==> config.mk <==
export PLATFORM = sky130hd
export DESIGN_NAME = lsu_ctrl
export DESIGN_NICKNAME = d
export VERILOG_FILES = /design/src/rtl/lsu_ctrl.sv
export SDC_FILE = /design/constraint.sdc
export NUM_CORES = 1
export LEC_CHECK = 0
export ABC_AREA = 0
export BUFFER_PORTS_ARGS = -buffer_cell sky130_fd_sc_hd__buf_2
export CAP_MARGIN = 20
export CORE_MARGIN = 1.5
export CORE_UTILIZATION = 52
export DETAILED_ROUTE_END_ITERATION = 7
export PLACE_DENSITY = 0.87
export SYNTH_ARGS = -nofsm -noshare
export SYNTH_HDL_FRONTEND = slang
export SYNTH_SLANG_ARGS = --single-unit
==> constraint.sdc <==
create_clock -name clk -period 4.32 [get_ports clk]
set_input_delay 0.216 -clock clk [delete_from_list [all_inputs] [get_ports clk]]
set_output_delay 0.216 -clock clk [all_outputs]
set_load 0.03 [all_outputs]
==> src/rtl/lsu_ctrl.sv <==
// lsu_ctrl: load/store sequencer running one aligned word-bus transaction per accepted access.
// Ports:
//   clk, rst_n        clock, synchronous active-low reset
//   req_valid/ready   access handshake from execute; ready only while idle
//   mem_access_type   3'b0ss: load, 3'b1ss: store; ss = 01 byte, 10 half, 11 word, 00 none
//   mem_sign_ext      sign-extend byte/half loads
//   addr, wdata       effective byte address and store source
//   stall             holds the pipeline while busy or while a valid access is presented
//   done/misalign/bus_err  mutually exclusive one-cycle status pulses
//   ld_data           extended load result, held until the next load completes
//   bus_*             registered word-bus request, write strobes/data, grant and read response
module lsu_ctrl #(
  parameter int ADDR_WIDTH     = 32,
  parameter int DATA_WIDTH     = 32,
  parameter int TIMEOUT_CYCLES = 64
) (
  input  logic                  clk,
  input  logic                  rst_n,
  input  logic                  req_valid,
  output logic                  req_ready,
  input  logic [2:0]            mem_access_type,
  input  logic                  mem_sign_ext,
  input  logic [ADDR_WIDTH-1:0] addr,
  input  logic [DATA_WIDTH-1:0] wdata,
  output logic                  stall,
  output logic                  done,
  output logic [DATA_WIDTH-1:0] ld_data,
  output logic                  misalign,
  output logic                  bus_err,
  output logic                  bus_req,
  output logic                  bus_we,
  output logic [ADDR_WIDTH-1:0] bus_addr,
  output logic [3:0]            bus_wstrb,
  output logic [DATA_WIDTH-1:0] bus_wdata,
  input  logic                  bus_gnt,
  input  logic                  bus_rvalid,
  input  logic [DATA_WIDTH-1:0] bus_rdata
);
  localparam int CW = $clog2(TIMEOUT_CYCLES + 2);
  typedef enum logic [1:0] {IDLE, REQ, RESP} state_t;
  state_t          r_state;
  logic [1:0]      r_size;
  logic            r_sext;
  logic [1:0]      r_off;
  logic [CW-1:0]   r_cnt;
  logic [1:0]      w_size;
  logic            w_none;
  logic            w_mis;
  logic [CW-1:0]   w_cnt_nxt;
  logic            w_to;
  logic [3:0]      w_wstrb;
  logic [31:0]     w_wdata;
  logic [31:0]     w_lane;
  logic [31:0]     w_ld;
  assign w_size    = mem_access_type[1:0];
  assign w_none    = w_size == 2'b00;
  assign w_mis     = (w_size == 2'b10 && addr[0]) || (w_size == 2'b11 && addr[1:0] != 2'b00);
  assign req_ready = r_state == IDLE;
  assign stall     = (r_state != IDLE) || (req_valid && !w_none && !w_mis);
  assign w_cnt_nxt = r_cnt + 1'b1;
  // Abort once the count of waiting cycles reaches the limit; a limit of 0 never aborts.
  assign w_to      = (TIMEOUT_CYCLES != 0) && (w_cnt_nxt == CW'(TIMEOUT_CYCLES));
  assign w_wstrb   = !mem_access_type[2] ? 4'b0000 :
                     w_size == 2'b01 ? 4'b0001 << addr[1:0] :
                     w_size == 2'b10 ? 4'b0011 << {addr[1], 1'b0} : 4'b1111;
  assign w_wdata   = w_size == 2'b01 ? {4{wdata[7:0]}} :
                     w_size == 2'b10 ? {2{wdata[15:0]}} : wdata;
  // Bring the addressed byte/half down to bit 0 before extension.
  assign w_lane    = bus_rdata >> (r_size == 2'b01 ? {r_off, 3'b000} : {r_off[1], 4'b0000});
  assign w_ld      = r_size == 2'b01 ? {{24{r_sext & w_lane[7]}}, w_lane[7:0]} :
                     r_size == 2'b10 ? {{16{r_sext & w_lane[15]}}, w_lane[15:0]} : bus_rdata;
  always_ff @(posedge clk) begin
    if (!rst_n) begin
      r_state   <= IDLE;
      r_size    <= 2'b00;
      r_sext    <= 1'b0;
      r_off     <= 2'b00;
      r_cnt     <= '0;
      done      <= 1'b0;
      ld_data   <= '0;
      misalign  <= 1'b0;
      bus_err   <= 1'b0;
      bus_req   <= 1'b0;
      bus_we    <= 1'b0;
      bus_addr  <= '0;
      bus_wstrb <= 4'b0000;
      bus_wdata <= '0;
    end else begin
      done     <= 1'b0;
      misalign <= 1'b0;
      bus_err  <= 1'b0;
      case (r_state)
        IDLE: if (req_valid && !w_none) begin
          if (w_mis) misalign <= 1'b1;
          else begin
            r_size    <= w_size;
            r_sext    <= mem_sign_ext;
            r_off     <= addr[1:0];
            r_cnt     <= '0;
            bus_req   <= 1'b1;
            bus_we    <= mem_access_type[2];
            bus_addr  <= {addr[ADDR_WIDTH-1:2], 2'b00};
            bus_wstrb <= w_wstrb;
            bus_wdata <= w_wdata;
            r_state   <= REQ;
          end
        end
        REQ: if (bus_gnt) begin
          bus_req <= 1'b0;
          r_cnt   <= '0;
          done    <= bus_we;
          r_state <= bus_we ? IDLE : RESP;
        end else if (w_to) begin
          bus_req <= 1'b0;
          bus_err <= 1'b1;
          r_state <= IDLE;
        end else r_cnt <= w_cnt_nxt;
        RESP: if (bus_rvalid) begin
          ld_data <= w_ld;
          done    <= 1'b1;
          r_state <= IDLE;
        end else if (w_to) begin
          bus_err <= 1'b1;
          r_state <= IDLE;
        end else r_cnt <= w_cnt_nxt;
        default: r_state <= IDLE;
      endcase
    end
  end
endmodule

==> out/summary.txt <==
Yosys top cell area share: 44.10%
Cell family with most CP delay: buffers and inverters
Maximum VDD drop: 0.2983 mV
CTS tree: yes
CP Buf/Inv Count: 3
Num ports: 212
Die Wd: 104.1 um
CP endpoint kind: flip-flop
Pwr Total: 0.003292 W
1st-pass router iterations: 5
Post-CTS Setup Inserts: 0
Warnings from Yosys: 0
Die H: 104.1 um
Leak Pwr: 3.420 nW
Max cap viols: 0
Syn Area/Cell: 7.916 um^2
Congestion Overflow GR: 0
Worst reg2reg startpoint: r_state[0]
Max stage delay on crit path: 0.71 ns
Die ar.: 0.01083 mm^2
Min-delay worst type: in2reg
Crit Path Max Fanout: 84
FFs w/ async S/R, synth: 0%
Area contributors post-synth: dfxtp_1, nand2_1, a21oi_1, mux2i_1, o21ai_0
Final Cycle Share: 62.76%
WP depth: 8
DRT iter0 DRCs: 384
DRT Wirelength: 18.23 mm
Clock-pin slew on the worst setup and hold paths: 0.06 ns
Worst Path Class, Setup: in2reg
Critical Path AT: 3.17 ns
GPL Wtd Cong: 0.8499
# fillers: 639
CP startpoint kind: input pin
CP max stage cell: nor2b_1
Seq cells post-synth: 117
RR Endpoint: bus_wdata[14]
Antenna violations before repair: 0
CTS buffer count: 17
Crit-path cells: buf_2 > nor2b_1 > a21oi_1 > nor2_4 > buf_4 > nor2_1 > a311oi_1 > dlygate4sd3_1
Vias: 6069
Routed WL per cell: 17.18 um
Post-synth top area cell: dfxtp_1
Rel. slew slack: 32.95%
R2r setup slk: 1.69 ns
Worst Setup SP: mem_access_type[0]
CTS H-tree depth: 4
Hold Violations, Final: 0
Multi-input gate area: 0.002723 mm^2
Unrepaired setup endpoints after global routing: no
Row count: 36
Fin crit period: 2.711 ns
Buffer levels on the longest clock path: 2
Cells on worst reg2reg path: 8
ANT cells: 0
Post-Syn Instances: 671
# setup viols final: 0
Worst-Skew Late Latency: 0.51 ns
Clock Sinks: 117
Number of unique standard cell types used by synthesis: 57
Seq/Total Area, Yosys: 44.10%
Vias in the first global route: 5891
PD cells: 434.1 mW/mm^2
Register Area: 0.002342 mm^2
Worst Tran Pin Value: 1.006 ns
Number of remaining DRC errors: 0
Primary FF master, synth: dfxtp_1
Max Fclk: 0.3689 GHz
Outcome: completed
Area grow syn2layout: 42.78%
Clk root buf: clkbuf_8
Post-synth EDFFs: 0
CP Data Required Time: 4.78 ns
Setup TNS: 0 ns
Tot GR Track Use: 33.32%
Layout net count: 1025
First-pass GRT wire length: 29.15 mm
DP HPWL: 10.76 mm
Final Max Tran Viols: 0
Share of cells above drive strength 1: 27.37%
Post-route ant nets: 0
Largest net degree at the start of global routing: 85
Clock skew: 0.004927 ns
Via density: 5.720
Mapped cell area: 0.005311 mm^2
Initial Util: 54.09%
Port bufs: 209
Placeable Area: 0.009819 mm^2
Setup crit end: bus_wdata[14]
-- synth_stat cells, types with 6 or more instances --
cell / instances
o21ai_0: 31
a211oi_1: 17
clkbuf_1: 37
a21boi_1: 9
o31ai_1: 7
dfxtp_1: 117
inv_1: 6
a22o_1: 7
buf_2: 8
nand3_1: 8
buf_1: 6
nor2_1: 27
a22oi_1: 8
nand2_1: 164
or3_1: 7
nor2b_1: 15
o221ai_1: 6
nor3_1: 7
mux2i_1: 20
a21oi_1: 97
a311oi_1: 8
-- worst reg2reg max path, cell delays in order, from the launching register on --
cell	delay (ns)
dfxtp_1	0.33
inv_1	0.15
ha_1	0.25
nand2_1	0.15
nor2_4	0.10
buf_4	0.67
nor2_1	0.09
a311oi_1	0.27
dlygate4sd3_1	0.58
-- how the worst min path moves through the flow --
stage                     depth (start not counted)  slack [ns]           end     startpoint
after floorplan                                   2        0.35   ld_data[20]  bus_rdata[20]
after global placement                            2        0.44  bus_addr[20]   bus_addr[20]
after detailed placement                          2        0.44  bus_wstrb[1]   bus_wstrb[1]
after CTS                                         3       0.001    ld_data[6]   bus_rdata[6]
after global routing                              3       0.009   ld_data[26]  bus_rdata[26]
final                                             3        0.01   ld_data[26]  bus_rdata[26]
-- cells by family (layout without fill, tap and decap cells) --
kind of cell    Yosys count  count (layout)  share of synthesized area, %
buf+inv                  62             318                         4.853
xor+xnor                  2               2                        0.3299
simple gates            249             249                         20.38
other cells               1               2                       0.07060
compound gates          213             213                         24.69
flops                   117             117                         44.10
mux                      22              22                         4.405
fa+ha+maj                 5               5                         1.178
-- layout by cell type (no fill, tap or decap), drive strengths merged, types with 15 or more instances in the layout --
| cell type | Yosys | final |
|---|---|---|
| a211oi | 17 | 17 |
| a21oi | 98 | 98 |
| buf | 17 | 214 |
| clkbuf | 37 | 19 |
| dfxtp | 117 | 117 |
| dlygate4sd3 | 0 | 64 |
| mux2i | 20 | 20 |
| nand2 | 164 | 164 |
| nor2 | 27 | 27 |
| nor2b | 15 | 15 |
| o21ai | 35 | 35 |
-- metal layers --
metal	vias to the layer above	part of all wire, %	track usage, %
met3	69	8.5	8.083
met1	2788	37	38.12
met5	-	0	0
met2	368	50	56.53
met4	0	3.9	19.44
li1	2844	-	-
-- stage by stage --
stage | hold slack (ns) | utilization (%) | setup slack [ns] | area [um^2] | instances
after floorplan | 0.3502 | - | 2.092 | 5315 | 672
after global placement | 0.4388 | 64.46 | 1.598 | 6330 | 963
after detailed placement | 0.4433 | 64.46 | 1.474 | 6330 | 963
after CTS | 0.001480 | 76.82 | 1.683 | 7543 | 1059
after global routing | 0.008901 | 77.23 | 1.364 | 7584 | 1061
final | 0.009883 | 77.23 | 1.609 | 7584 | 1061
-- registers in the layout, summed over array words and instances, names as in the netlist --
signal / count
r_off: 2
r_size: 2
bus_wdata: 32
r_sext: 1
bus_wstrb: 4
r_state: 2
bus_err: 1
done: 1
bus_we: 1
misalign: 1
bus_addr: 30
ld_data: 32
bus_req: 1
r_cnt: 7
-- cell type report --
class	count	share of cell area, %
multi-input cells	493	35.90
well taps	133	2.194
clock buffers	19	5.824
clock inverters	13	1.732
flip-flops and latches	117	30.89
inverters	8	0.3960
repair buffers	278	23.07
-- power breakdown --
group          internal (W)  switching [W]
sequential          0.00116      0.0000590
combinational      0.000253       0.000474
clock              0.000846       0.000502
total               0.00226        0.00103
-- what timing repair did --
item | in CTS | in global routing
gates resized for setup | 0 | 0
hold endpoints to repair | 63 | 0
hold buffers | 64 | 0
Power figures use the tool's default switching activity.
